**src/rtl/bcd_convert_sched_if.sv**
```systemverilog
// Request/result bundle for the two-requester binary-to-BCD converter.
// The master side drives requests and operands; the slave side answers with grants and results.
interface bcd_convert_sched_if #(
  parameter int DIGITS = 4,
  parameter int WIDTH  = 14
);
  logic [1:0]          req;
  logic [WIDTH-1:0]    bin0;
  logic [WIDTH-1:0]    bin1;
  logic [1:0]          ack;
  logic                busy;
  logic                out_valid;
  logic                out_tag;
  logic [DIGITS*4-1:0] bcdout;
  logic                overflow;

  modport master (output req, bin0, bin1,
                  input  ack, busy, out_valid, out_tag, bcdout, overflow);
  modport slave  (input  req, bin0, bin1,
                  output ack, busy, out_valid, out_tag, bcdout, overflow);
endinterface

```
**src/rtl/bcd_convert_sched.sv**
```systemverilog
// Round-robin shared double-dabble converter: one operand bit per clock, MSB first.
// The result registers hold their value until the next conversion completes.
module bcd_convert_sched #(
  parameter int DIGITS = 4,
  parameter int WIDTH  = 14
) (
  input logic               clk,
  input logic               rst,
  bcd_convert_sched_if.slave bus
);
  localparam int SW = DIGITS * 4;
  localparam int CW = (WIDTH > 1) ? $clog2(WIDTH) : 1;
  localparam logic [CW-1:0] LAST = CW'(WIDTH - 1);

  typedef enum logic [1:0] {IDLE, SHIFT, DONE} state_t;

  state_t          state_q, state_d;
  logic            rr_q, rr_d;
  logic            cur_tag_q, cur_tag_d;
  logic [1:0]      ack_q, ack_d;
  logic            out_valid_q, out_valid_d;
  logic            out_tag_q, out_tag_d;
  logic [SW-1:0]   bcdout_q, bcdout_d;
  logic            overflow_q, overflow_d;
  logic [SW-1:0]   scratch_q, scratch_d;
  logic [WIDTH-1:0] opnd_q, opnd_d;
  logic [CW-1:0]   cnt_q, cnt_d;
  logic            ovf_acc_q, ovf_acc_d;

  logic [SW-1:0]   adj;
  logic [SW-1:0]   stepped;
  logic            carry;
  logic            win;

  // Per-digit +3 correction ahead of the shift.
  for (genvar k = 0; k < DIGITS; k++) begin : g_dig
    assign adj[4*k +: 4] = (scratch_q[4*k +: 4] >= 4'd5) ? scratch_q[4*k +: 4] + 4'd3
                                                         : scratch_q[4*k +: 4];
  end

  assign carry   = adj[SW-1];
  assign stepped = {adj[SW-2:0], opnd_q[WIDTH-1]};

  always_comb begin
    state_d     = state_q;
    rr_d        = rr_q;
    cur_tag_d   = cur_tag_q;
    ack_d       = 2'b00;
    out_valid_d = 1'b0;
    out_tag_d   = out_tag_q;
    bcdout_d    = bcdout_q;
    overflow_d  = overflow_q;
    scratch_d   = scratch_q;
    opnd_d      = opnd_q;
    cnt_d       = cnt_q;
    ovf_acc_d   = ovf_acc_q;
    win         = 1'b0;
    case (state_q)
      IDLE: begin
        if (|bus.req) begin
          win       = (bus.req == 2'b11) ? rr_q : bus.req[1];
          opnd_d    = win ? bus.bin1 : bus.bin0;
          ack_d     = win ? 2'b10 : 2'b01;
          rr_d      = ~win;
          cur_tag_d = win;
          scratch_d = '0;
          cnt_d     = '0;
          ovf_acc_d = 1'b0;
          state_d   = SHIFT;
        end
      end
      SHIFT: begin
        scratch_d = stepped;
        opnd_d    = opnd_q << 1;
        ovf_acc_d = ovf_acc_q | carry;
        cnt_d     = cnt_q + 1'b1;
        if (cnt_q == LAST) begin
          state_d     = DONE;
          bcdout_d    = stepped;
          overflow_d  = ovf_acc_q | carry;
          out_tag_d   = cur_tag_q;
          out_valid_d = 1'b1;
        end
      end
      DONE:    state_d = IDLE;
      default: state_d = IDLE;
    endcase
  end

  always_ff @(posedge clk or posedge rst) begin
    if (rst) begin
      state_q     <= IDLE;
      rr_q        <= 1'b0;
      cur_tag_q   <= 1'b0;
      ack_q       <= 2'b00;
      out_valid_q <= 1'b0;
      out_tag_q   <= 1'b0;
      bcdout_q    <= '0;
      overflow_q  <= 1'b0;
      scratch_q   <= '0;
      opnd_q      <= '0;
      cnt_q       <= '0;
      ovf_acc_q   <= 1'b0;
    end else begin
      state_q     <= state_d;
      rr_q        <= rr_d;
      cur_tag_q   <= cur_tag_d;
      ack_q       <= ack_d;
      out_valid_q <= out_valid_d;
      out_tag_q   <= out_tag_d;
      bcdout_q    <= bcdout_d;
      overflow_q  <= overflow_d;
      scratch_q   <= scratch_d;
      opnd_q      <= opnd_d;
      cnt_q       <= cnt_d;
      ovf_acc_q   <= ovf_acc_d;
    end
  end

  assign bus.ack       = ack_q;
  assign bus.busy      = (state_q != IDLE);
  assign bus.out_valid = out_valid_q;
  assign bus.out_tag   = out_tag_q;
  assign bus.bcdout    = bcdout_q;
  assign bus.overflow  = overflow_q;
endmodule
```
**src/flat_wrapper.sv**
```systemverilog
// flat-port wrapper written by rule: the top's interface ports become plain ports
module bcd_convert_sched_flat 
#(
  parameter int DIGITS = 4,
  parameter int WIDTH  = 14
)
  (clk, rst, bus_req, bus_bin0, bus_bin1, bus_ack, bus_busy, bus_out_valid, bus_out_tag, bus_bcdout, bus_overflow);
  bcd_convert_sched_if #(.DIGITS(DIGITS), .WIDTH(WIDTH)) bus_i ();
  input logic clk;
  input logic rst;
  input wire logic [$bits(bus_i.req)-1:0] bus_req;
  input wire logic [$bits(bus_i.bin0)-1:0] bus_bin0;
  input wire logic [$bits(bus_i.bin1)-1:0] bus_bin1;
  output wire logic [$bits(bus_i.ack)-1:0] bus_ack;
  output wire logic [$bits(bus_i.busy)-1:0] bus_busy;
  output wire logic [$bits(bus_i.out_valid)-1:0] bus_out_valid;
  output wire logic [$bits(bus_i.out_tag)-1:0] bus_out_tag;
  output wire logic [$bits(bus_i.bcdout)-1:0] bus_bcdout;
  output wire logic [$bits(bus_i.overflow)-1:0] bus_overflow;
  assign bus_i.req = bus_req;
  assign bus_i.bin0 = bus_bin0;
  assign bus_i.bin1 = bus_bin1;
  assign bus_ack = bus_i.ack;
  assign bus_busy = bus_i.busy;
  assign bus_out_valid = bus_i.out_valid;
  assign bus_out_tag = bus_i.out_tag;
  assign bus_bcdout = bus_i.bcdout;
  assign bus_overflow = bus_i.overflow;
  bcd_convert_sched #(.DIGITS(DIGITS), .WIDTH(WIDTH)) u_core (.clk(clk), .rst(rst), .bus(bus_i));
endmodule
```
**config.mk**
```make
export PLATFORM = sky130hd
export DESIGN_NAME = bcd_convert_sched_flat
export DESIGN_NICKNAME = d
export VERILOG_FILES = /design/src/rtl/bcd_convert_sched_if.sv /design/src/rtl/bcd_convert_sched.sv /design/src/flat_wrapper.sv
export SDC_FILE = /design/constraint.sdc
export NUM_CORES = 1
export LEC_CHECK = 0
export BUFFER_PORTS_ARGS = -buffer_cell sky130_fd_sc_hd__buf_4
export CORE_ASPECT_RATIO = 1.2
export CORE_MARGIN = 5
export CORE_UTILIZATION = 45
export CTS_CLUSTER_DIAMETER = 120
export DETAILED_ROUTE_END_ITERATION = 16
export GPL_TIMING_DRIVEN = 0
export PLACE_DENSITY = 0.63
export SLEW_MARGIN = 20
export SYNTH_ARGS = -nofsm -noshare
export SYNTH_HDL_FRONTEND = slang
export SYNTH_SLANG_ARGS = --single-unit
```
**constraint.sdc**
```tcl
create_clock -name clk -period 1.9 [get_ports clk]
set_clock_uncertainty 0.1 [all_clocks]
set_input_delay 0.19 -clock clk [delete_from_list [all_inputs] [get_ports clk]]
set_output_delay 0.19 -clock clk [all_outputs]
set_load 0.05 [all_outputs]
```
# Word level (Yosys, flattened, before mapping)
# Cells that the tools add are included.
[totals]
reg_bits = 60
inputBits = 32
out_inout_bits = 22
wordCells = 58
[classes]
addsub = 5
n_lt_le_gt_ge = 4
eq_ne = 5
mux = 22
n_bitwise = 2
n_reduce_logical = 8
[ops]
columns = ["cell", "n"]
rows = [
  ["16-bit case mux with 2 select lines", 1],
  ["14-bit two-way mux", 2],
  ["14-bit case mux with 2 select lines", 1],
  ["4-bit two-way mux", 5],
  ["4-bit by 2-bit adder with 4-bit output (second input constant)", 4],
  ["4-bit by 3-bit greater-or-equal comparator with 1-bit output (second input constant)", 4],
  ["16-bit two-way mux", 1],
  ["2-bit two-way mux", 5],
  ["4-bit case mux with 2 select lines", 1],
  ["2-bit AND reduction", 4],
  ["4-bit by 1-bit adder with 4-bit output (second input constant)", 1],
  ["4-bit == test (second input constant)", 1],
  ["1-bit two-way mux", 4],
  ["2-bit by 1-bit != test with 1-bit output (second input constant)", 2],
  ["2-bit case mux with 2 select lines", 1],
  ["2-bit nonzero test", 2],
  ["2-bit by 1-bit == test with 1-bit output (second input constant)", 1],
  ["2-bit == test (second input constant)", 1],
  ["2-bit zero test", 1],
  ["1-bit case mux with 2 select lines", 1],
  ["2-bit OR reduction", 1],
  ["1-bit NOT", 1],
  ["1-bit bitwise OR", 1],
]

# Depth between registers and ports, before layout
# Gate-level depths: netlist (run 1).
[depth]
word_depth = 5
ltp_mapped = 8
mapped_depth_nobuf = 7

# Least setup slack after synthesis (run 1)
# Ideal clock, no wire load.
[synth_path]
kind = "register to register"
start = "reg u_core.scratch_q[0]"
end = "reg u_core.bcdout_q[2], in the netlist u_core.bus.bcdout[2]"
setup_time_ps = 83
arrival_time_ps = 1449
required_ps = 1717
slack_ps = 268
stages_incl_launch_ff = 7
path_buffers = 0
period_less_slack_ps = 1632
path_cell_list = "dfrtp_1 > inv_1 > ha_1 > nand2b_1 > a21oi_1 > mux2_2 > o21ai_0"
[synth_via]
elab_chain_len = 2
elab_cells_between_ends = 3
cone_classes = "add/sub: 1; order compare: 1; mux: 1"
[synth_lines]
columns = ["item", "line_no", "text"]
rows = [
  ["start, declared", "bcd_convert_sched.sv:25", "logic [SW-1:0] scratch_q, scratch_d;"],
  ["start signal, assigned", "bcd_convert_sched.sv:113", "scratch_q <= scratch_d;"],
  ["4-bit by 2-bit adder with 4-bit output or 4-bit by 3-bit greater-or-equal comparator with 1-bit output (tied branches)", "bcd_convert_sched.sv:37", "assign adj[4*k +: 4] = (scratch_q[4*k +: 4] >= 4'd5) ? scratch_q[4*k +: 4] + 4'd3"],
  ["4-bit two-way mux *", "bcd_convert_sched.sv:37", ""],
  ["end signal, assigned", "bcd_convert_sched.sv:111", "bcdout_q <= bcdout_d;"],
  ["end, declared", "bcd_convert_sched.sv:23", "logic [SW-1:0] bcdout_q, bcdout_d;"],
]
# Mark *: on every way between the ends. The rest lies on a longest branch, timed or not.
# A chain may end at the register's enable or synchronous reset.

# Worst setup path after layout (run 1)
# Same ends and word-level chain as after synthesis.

==> impl_metrics.csv, run 1 <==
group,metric,value,unit
sta,drv_slew,0,
drt,routed.top_layer,"met4",
placed_design,place_congestion,0.7788,
grt,grt_max_degree,56,
hold_path,worstHoldPathType,"primary input to flip-flop",
grt,overflow,0,
die,row_count,32,
sta,layout_setup_ws,136.3,ps
clocking,cts-root-buf,"clkbuf_8",
yosys,syn_area_per_cell,10.39,sq um
finish,final_nets,385,
setup_path,worst_path_largest_cell_delay,400,ps
die,die_height,97.60,um
yosys,netlist_instances,277,
drt,ant_nets,0,
setup_path,cpMaxStageDelayCell,"dfrtp_1",
sta,max_slew.worst_pin.slew,472.2,ps
power,vdd.ir_drop.worst,0.8546,mV
die,die_x,83,um
yosys,synth_edf_count,0,
drt,route.met3.wl,350,um
sta,final_hold_viol_count,0,
sta,period_needed,1764,ps
sta,fin_crit_sh,92.83,%
clocking,h-tree-depth,3,
clocking,clk_pin_slew,70,ps
yosys,synth.net_count,319,
setup_path,path_class,"flip-flop to flip-flop",
die,io_pins,54,
finish,layout-drive-gt1-share,27.30,%
die,start_util,45.49,%
yosys,yosys.cell_count.top_type,"dfrtp_1",
drt,wl_per_cell,14.29,um
flow_run,max_cap_violations,0,
drt,vias,2229,
grt,grt.total_usage,16.39,%
grt,antenna_found_initial,0,
sta,clock.fmax,567.0,MHz
drt,met2_length,3.128,mm
clocking,cts_buffers,9,
finish,stdcell_count,433,
yosys,synth_cell_types,30,
yosys,yosys_warnings,0,
drt,wirelength,6.187,mm
clocking,cts_sinks,60,
power,power.leakage,0.001755,uW
finish,num_antenna_cells,0,
setup_path,cp.arrival,1930,ps
drt,vias_per_cell,5.148,
setup_path,worstPathRequired,2060,ps
setup_path,crit_path_start_kind,"flip-flop",
die,dieArea,8101,sq um
placed_design,dp.cells,416,
grt,grt_pass1_vias,2250,
placed_design,dpl.hpwl,4.559,mm
drt,drt_iter0_drc,79,
yosys,ys_ff_latch,60,
sta,rsz0062_at_grt,"false",
yosys,ys.flop_type,"dfrtp_1",
placed_design,dpl_worst_slack,92.30,ps
setup_path,crit_chain,"inv_1, ha_2, nand2b_1, a21oi_1, mux2_2, o21ai_0",
yosys,synth_top_area_cell,"dfrtp_1",
clocking,tritoncts,"done",
status,status,"completed",
yosys,yosysSeqAreaShare,52.17,%
drt,dr.pass1.iters,4,
placed_design,numPortBuffers,53,
grt,grt_pass1_wl,10.67,mm
setup_path,critPathCaptureType,"flip-flop",
sta,fin_tns_setup,0,ps
clocking,post-cts-setup-buffer-count,0,
yosys,synth_top_cell_area_share,52.17,%
clocking,clock_path_buffers,2,
yosys,synth_commonest_cells,"dfrtp_1 (60), o21ai_1 (33), nand2_1 (27)",
sta,finalSetupViolations,0,
clocking,insertion_delay,340,ps
sta,slew_headroom,68.52,%
yosys,synthArstFlopShare,100.0,%
power,powerDensity,1778,nW/um^2
finish,fin_util,57.79,%
yosys,synth_area,2878,sq um
drt,drc,0,
setup_path,worst-path-max-fanout,5,
finish,syn2layout_area_growth,27.04,%
drt,met1Wirelength,2.630,mm
die,coreArea,6326,sq um
yosys,synthTopCellsByArea,"dfrtp_1 (52%), o21ai_1 (5.7%), mux2i_1 (4.9%)",
-- cell type report --
cell class                 count  area (sq um)
buffer                        14         100.1
clock buffer                  13         178.9
clock inverter                 3         42.54
fill                         612          2670
inverter                      14         55.05
multi-input combinational    189          1236
sequential                    60          1501
tap                           85         106.4
timing repair buffer          55         435.4
-- placed cells by master, fill, tap and decap left out, types with 2 or more instances in the layout --
| cell | instances |
|---|---|
| a21o_1 | 2 |
| a21oi_1 | 12 |
| a21oi_2 | 2 |
| a22oi_1 | 13 |
| a32o_1 | 4 |
| buf_2 | 5 |
| buf_4 | 54 |
| buf_6 | 5 |
| clkbuf_1 | 3 |
| clkbuf_8 | 13 |
| dfrtp_1 | 60 |
| ha_1 | 8 |
| ha_2 | 2 |
| inv_1 | 13 |
| mux2_2 | 4 |
| mux2i_1 | 14 |
| nand2_1 | 27 |
| nand2b_1 | 4 |
| nand3_1 | 14 |
| nor2_1 | 9 |
| nor3b_1 | 8 |
| o21ai_0 | 14 |
| o21ai_1 | 33 |
| o31ai_1 | 5 |
| or2_4 | 2 |
| xnor2_1 | 4 |
| xor2_1 | 2 |
-- per-layer routing --
layer | global-route usage [%] | vias to the layer above
li1 | - | 1106
met1 | 19.29 | 1056
met2 | 28.21 | 57
met3 | 4.495 | 10
met4 | 6.415 | 0
met5 | 0 | -
-- worst paths after layout --
check | start | end | slack (ps) | depth (start not counted)
min reg2reg | u_core.cur_tag_q | u_core.bus.out_tag | 380 | 2
min | bus_bin1[3] | u_core.opnd_q[3] | 20 | 3
max in group asynchronous | rst | u_core.opnd_q[12] | 1050 | 4
min in group asynchronous | rst | u_core.cnt_q[2] | 180 | 3
max | u_core.scratch_q[0] | u_core.bus.bcdout[2] | 140 | 6
max reg2reg | u_core.scratch_q[0] | u_core.bus.bcdout[2] | 140 | 6
-- critical path: cells and delay by family, from the launching register on --
kind            cells  cell delay [ps]
flops               1              400
mux                 1              380
compound gates      2              370
fa+ha+maj           1              240
buf+inv             1              130
simple gates        1               80
-- registers in the layout, summed over array words and instances (netlist names) --
name                  count
u_core.bus.overflow       1
u_core.rr_q               1
u_core.bus.out_tag        1
u_core.bus.out_valid      1
u_core.cnt_q              4
u_core.opnd_q            14
u_core.cur_tag_q          1
u_core.scratch_q         16
u_core.bus.bcdout        16
u_core.bus.ack            2
u_core.state_q            2
u_core.ovf_acc_q          1
-- per-stage QoR --
stage	area, sq um	hold WS, ps	power (uW)
final	3656	16.53	6501
after global placement	3382	361.0	5193
after floorplan	2878	272.2	4430
after detailed placement	3412	-14.77	5297
after global routing	3656	22.08	6970
after CTS	3643	13.20	6547
-- power by group --
| group | switching (uW) | internal (uW) | leakage [uW] |
|---|---|---|---|
| Clock | 501 | 747 | 0.000112 |
| Sequential | 412 | 1820 | 0.000766 |
| Combinational | 1840 | 1180 | 0.000878 |
| Total | 2750 | 3750 | 0.00176 |
-- kinds of logic after synthesis --
kind of cell / Yosys count / synth area share [%]
AO/OA/AOI/OAI: 86 / 17.78
XOR/XNOR: 6 / 1.826
adder cells (fa/ha/maj): 10 / 4.348
buffers and inverters: 28 / 5.304
flip-flops: 60 / 52.17
multiplexers: 18 / 6.435
AND/OR/NAND/NOR: 69 / 12.13
-- timing repair --
| item | 4_1_cts | 5_1_grt |
|---|---|---|
| hold buffers | 1 | 0 |
| endpoints found under the hold margin | 60 | 0 |
| endpoints found under the setup margin | 0 | 3 |
| gates resized for setup | 0 | 4 |
No activity file was read; power rests on OpenSTA's default activity.
==> run 2, diff against run 1 <==
--- a/config.mk
+++ b/config.mk
@@ -12,7 +12,7 @@
 export CTS_CLUSTER_DIAMETER = 120
 export DETAILED_ROUTE_END_ITERATION = 16
 export GPL_TIMING_DRIVEN = 0
-export PLACE_DENSITY = 0.63
+export PLACE_DENSITY_LB_ADDON = 0.15
 export SLEW_MARGIN = 20
 export SYNTH_ARGS = -nofsm -noshare
 export SYNTH_HDL_FRONTEND = slang
==> run 2 against run 1 <==
Clock power shrank 6%. Hold slack got worse by 1.3 ps. Critical path depth unchanged. Flip-flop and latch count did not move. Critical endpoint is now u_core.bus.bcdout[14]. Register-to-register slack gained 20 ps. Via count grew 1.3%. Cell count unchanged. Core utilization shrank 0.22 points. Die area did not move. Clock-buffer cell count decreased by 1. Fmax up 1.3%. Routed wire length decreased by 1.4%.
==> impl_metrics.csv, run 2 (synthesis gave the netlist of run 1 again) <==
group,metric,value,unit
die,start_util,45.49,%
grt,top_usage_layer,"met2",
grt,grt_use_met3,3.223,%
sta,finalSetupViolations,0,
setup_path,path_class,"flip-flop to flip-flop",
sta,final_hold_viol_count,0,
sta,fin_crit_sh,91.61,%
setup_path,cp.arrival,1910,ps
finish,stdcell_count,433,
setup_path,r2r_setup_slack,160,ps
sta,slew_headroom,67.94,%
sta,max_slew.worst_pin.slew,480.9,ps
hold_path,worstHoldPathType,"primary input to flip-flop",
setup_path,rr_startpoint,"u_core.scratch_q[12]",
setup_path,worstPathRequired,2070,ps
power,p_int,3679,uW
finish,nFillCells,618,
drt,wirelength,6.098,mm
grt,grt.total_usage,16.37,%
placed_design,dp.cells,416,
power,p_clk_share,18.2,%
placed_design,place_congestion,0.7962,
clocking,clock_path_buffers,2,
sta,drv_slew,0,
setup_path,crit_path_start_kind,"flip-flop",
placed_design,numPortBuffers,53,
drt,dr.pass1.iters,4,
hold_path,min_path_cells,3,
power,power.leakage,0.001748,uW
drt,ant_nets,0,
flow_run,max_cap_violations,0,
grt,use_met2,28.77,%
power,vdd.ir_drop.worst,0.6063,mV
placed_design,dpl.hpwl,4.515,mm
finish,num_antenna_cells,0,
clocking,clk_pin_slew,70,ps
clocking,cts_sinks,60,
drt,drc,0,
sta,holdWs,15.22,ps
clocking,tritoncts,"done",
drt,vias_per_cell,5.212,
die,coreArea,6326,sq um
power,total_power,6432,uW
grt,grt_max_degree,53,
hold_path,min_to,"u_core.opnd_q[2]",
drt,vias,2257,
power,pwr-share-seq,34.9,%
setup_path,critPathCaptureType,"flip-flop",
drt,drt_iter0_drc,118,
hold_path,hp-start,"bus_bin1[2]",
power,powerDensity,1766,nW/um^2
setup_path,reg2reg_to,"u_core.bus.bcdout[14]",
placed_design,placed_area,3412,sq um
clocking,h-tree-depth,3,
finish,final_nets,385,
status,status,"completed",
power,p_sw,2754,uW
sta,period_needed,1741,ps
grt,grt_pass1_wl,10.74,mm
die,dieArea,8101,sq um
clocking,cts-root-buf,"clkbuf_8",
finish,final_area,3642,sq um
setup_path,worst-path-max-fanout,5,
die,row_count,32,
power,swShare,42.81,%
die,die_height,97.60,um
finish,mostFrequentLayoutCells,"dfrtp_1 (60), buf_4 (54), o21ai_1 (33)",
grt,antenna_found_initial,0,
setup_path,r2r_cells,6,
grt,grt_pass1_vias,2343,
clocking,insertion_delay,340,ps
die,io_pins,54,
grt,overflow,0,
power,combPwrFrac,46.9,%
die,die_x,83,um
finish,layout-drive-gt1-share,27.30,%
drt,wl_per_cell,14.08,um
finish,syn2layout_area_growth,26.57,%
sta,clock.fmax,574.5,MHz
finish,layout_commonest_cell,"dfrtp_1",
clocking,cts_buffers,9,
grt,met1_usage,18.39,%
sta,rsz0062_at_grt,"false",
run 2: changes by cell type in the layout (fill, tap and decap cells not counted):
| cell | change |
|---|---|
| clkbuf_8 | -2 |
| a21oi_2 | +2 |
| clkinv_2 | +1 |
| ha_1 | +1 |
| clkbuf_1 | +1 |
| ha_2 | -1 |
| a21oi_1 | -2 |
run 2: worst max-delay path: stages (launching register included):
cell,delay (ps)
dfrtp_1,410
inv_1,110
ha_1,250
nand2b_1,110
a21oi_2,200
mux2_2,370
o21ai_1,120
run 2: power groups by stage:
stage	clock, uW	sequential (uW)	combinational [uW]
global route	1240	2340	3380
CTS	1190	2230	3030
floorplan	0	2740	1690
global placement	0	2230	2940
detailed placement	0	2250	3030
finish	1170	2240	3020
run 2: per-layer routing:
| metal | vias up | share of wire [%] |
|---|---|---|
| met1 | 1077 | 42 |
| met3 | 14 | 5.2 |
| met5 | - | 0 |
| met2 | 53 | 51 |
| li1 | 1113 | - |
| met4 | 0 | 2.5 |
run 2: worst max path at each step:
stage | startpoint | end | slack (ps) | depth (start not counted)
CTS | u_core.scratch_q[12] | u_core.bus.bcdout[14] | 100 | 6
floorplan | rst | u_core.bus.ack[0] | 130 | 1
finish | u_core.scratch_q[12] | u_core.bus.bcdout[14] | 160 | 6
global placement | rst | u_core.bus.bcdout[2] | -640 | 2
detailed placement | u_core.scratch_q[12] | u_core.bus.bcdout[14] | 110 | 6
global route | u_core.scratch_q[4] | u_core.scratch_q[6] | 20 | 6
run 2: metrics by stage:
step	utilization [%]	TNS, ps	setup WS (ps)
final	57.58	0	159.4
after floorplan	-	0	125.3
after CTS	57.30	0	104.9
after global routing	57.58	0	15.45
after global placement	53.46	-38270	-641.4
after detailed placement	53.94	0	112.6
run 2: what timing repair did:
action	4_1_cts	5_1_grt
endpoints found under the setup margin	0	6
buffers inserted	0	0
hold buffers	1	0
gates resized for setup	0	5
hold endpoints to repair	60	0
run 2: cell type report:
cell class | instances | area, sq um | share of cell area (%)
multi-input combinational | 189 | 1241 | 34.08
sequential | 60 | 1501 | 41.22
clock buffer | 12 | 155.1 | 4.260
tap | 85 | 106.4 | 2.920
clock inverter | 4 | 47.55 | 1.305
timing repair buffer | 55 | 435.4 | 11.95
inverter | 14 | 55.05 | 1.512
buffer | 14 | 100.1 | 2.748
==> run 3, diff against run 2 <==
--- a/config.mk
+++ b/config.mk
@@ -6,13 +6,15 @@
 export NUM_CORES = 1
 export LEC_CHECK = 0
 export BUFFER_PORTS_ARGS = -buffer_cell sky130_fd_sc_hd__buf_4
-export CORE_ASPECT_RATIO = 1.2
+export CORE_ASPECT_RATIO = 1.1
 export CORE_MARGIN = 5
 export CORE_UTILIZATION = 45
 export CTS_CLUSTER_DIAMETER = 120
 export DETAILED_ROUTE_END_ITERATION = 16
 export GPL_TIMING_DRIVEN = 0
+export HOLD_SLACK_MARGIN = 0.06
 export PLACE_DENSITY_LB_ADDON = 0.15
+export SKIP_CTS_REPAIR_TIMING = 1
 export SLEW_MARGIN = 20
 export SYNTH_ARGS = -nofsm -noshare
 export SYNTH_HDL_FRONTEND = slang
==> run 3 against run 2 <==
Fmax fell by 3.7%. Core utilization is 4.9 points higher. Critical endpoint is now u_core.opnd_q[9]. Cell count up 3.2%. Combinational power increased by 1%. Setup slack got worse by 67 ps. Clock-buffer cell count unchanged. Clock power is 22% higher.
==> impl_metrics.csv, run 3 (synthesis gave the netlist of run 1 again) <==
group,metric,value,unit
status,status,"completed",
placed_design,dpl.hpwl,4.461,mm
sta,period_needed,1808,ps
setup_path,cp.arrival,1920,ps
sta,rsz0062_at_grt,"false",
clocking,cts_sinks,60,
grt,grt_max_degree,59,
setup_path,r2r_cells,4,
finish,layout-drive-gt1-share,25.61,%
setup_path,crit_start,"u_core.rr_q",
clocking,cts-root-buf,"clkbuf_8",
die,dieArea,8096,sq um
finish,fin_util,62.48,%
die,die_x,86.25,um
drt,dr.pass1.iters,4,
clocking,clk_pin_slew,70,ps
sta,finalSetupViolations,0,
finish,mostFrequentLayoutCells,"dfrtp_1 (60), buf_4 (54), o21ai_1 (33)",
placed_design,placed_area,3406,sq um
grt,grt_pass1_vias,2235,
sta,slew_headroom,66.12,%
setup_path,rr_startpoint,"u_core.rr_q",
setup_path,cpMaxStageDelayCell,"dlygate4sd3_1",
power,powerDensity,1743,nW/um^2
flow_run,max_cap_violations,0,
setup_path,crit_end,"u_core.opnd_q[9]",
drt,wl_per_cell,14.53,um
setup_path,worst_path_largest_cell_delay,570,ps
drt,ant_nets,0,
die,row_count,30,
die,start_util,46.46,%
setup_path,worst-path-max-fanout,7,
clocking,tritoncts,"done",
clocking,insertion_delay,340,ps
setup_path,r2r_setup_slack,90,ps
grt,grt.total_usage,16.62,%
die,coreArea,6193,sq um
setup_path,critPathCaptureType,"flip-flop",
power,total_power,6747,uW
sta,max_slew.worst_pin.slew,508.2,ps
grt,overflow,0,
drt,drc,0,
finish,nFillCells,553,
grt,antenna_found_initial,0,
clocking,cts_buffers,9,
sta,drv_slew,0,
die,io_pins,54,
finish,final_area,3870,sq um
sta,holdWs,39.34,ps
finish,final_nets,404,
sta,fin_crit_sh,95.14,%
setup_path,reg2reg_to,"u_core.opnd_q[9]",
clocking,clock_path_buffers,2,
hold_path,worstHoldPathType,"primary input to flip-flop",
drt,vias,2333,
clocking,h-tree-depth,3,
setup_path,crit_path_start_kind,"flip-flop",
finish,layout_commonest_cell,"dfrtp_1",
placed_design,numPortBuffers,53,
drt,vias_per_cell,5.219,
finish,num_antenna_cells,0,
setup_path,worstPathRequired,2010,ps
setup_path,path_class,"flip-flop to flip-flop",
drt,wirelength,6.494,mm
sta,clock.fmax,553.2,MHz
placed_design,place_congestion,0.7610,
sta,final_hold_viol_count,0,
power,power.leakage,0.001852,uW
power,vdd.ir_drop.worst,0.6852,mV
finish,syn2layout_area_growth,34.48,%
die,die_height,93.87,um
setup_path,crit_chain,"o21ai_4, mux2i_1, dlygate4sd3_1, o21ai_1",
drt,drt_iter0_drc,144,
grt,grt_pass1_wl,10.49,mm
run 3: changes by cell type in the layout (fill, tap and decap cells not counted):
cell / before / now
dlygate4sd3_1: 1 / 20
bufinv_16: 1 / 3
clkinv_2: 2 / 1
a21oi_1: 10 / 11
clkinvlp_4: 1 / 0
a21oi_2: 4 / 3
run 3: worst max-delay path, delay by kind of cell (launching register included):
kind | cells | cell delay, ps
buffers and inverters | 1 | 570
multiplexers | 1 | 230
flip-flops | 1 | 420
AO/OA/AOI/OAI | 2 | 370
run 3: through the flow:
| step | cells | TNS, ps | setup slack [ps] |
|---|---|---|---|
| after global routing | 447 | 0 | 9.145 |
| after detailed placement | 411 | 0 | 93.79 |
| final | 447 | 0 | 92.25 |
| after CTS | 427 | 0 | 71.17 |
| after global placement | 410 | -38020 | -636.2 |
| after floorplan | 277 | 0 | 125.3 |
run 3: final cells by class:
class / count / area (sq um) / area share (%)
Clock buffer: 12 / 155.1 / 4.009
Buffer: 14 / 100.1 / 2.586
Inverter: 14 / 55.05 / 1.423
Sequential cell: 60 / 1501 / 38.80
Timing Repair Buffer: 74 / 625.6 / 16.17
Tap cell: 80 / 100.1 / 2.586
Clock inverter: 4 / 95.09 / 2.457
Multi-Input combinational cell: 189 / 1237 / 31.98
run 3: how the worst min path moves through the flow:
stage,start,to,slack [ps],cells past startpoint
after detailed placement,rst,u_core.opnd_q[10],-30,2
after global placement,bus_bin1[5],u_core.opnd_q[5],360,3
after global routing,bus_bin0[0],u_core.opnd_q[0],60,3
after floorplan,bus_bin1[0],u_core.opnd_q[0],270,2
final,bus_bin1[11],u_core.opnd_q[11],40,3
after CTS,rst,u_core.opnd_q[10],-390,2
run 3: report_power, final:
part / switching [uW] / total [uW] / internal [uW]
clock: 493 / 1430 / 942
combinational: 1860 / 3060 / 1210
sequential: 426 / 2250 / 1820
run 3: routing by layer:
layer / vias to the layer above / track usage, % / share of wire, %
li1: 1145 / - / -
met1: 1126 / 20.48 / 42
met2: 52 / 27.31 / 51
met3: 10 / 4.123 / 5.1
met4: 0 / 7.662 / 1.5
met5: - / 0 / 0
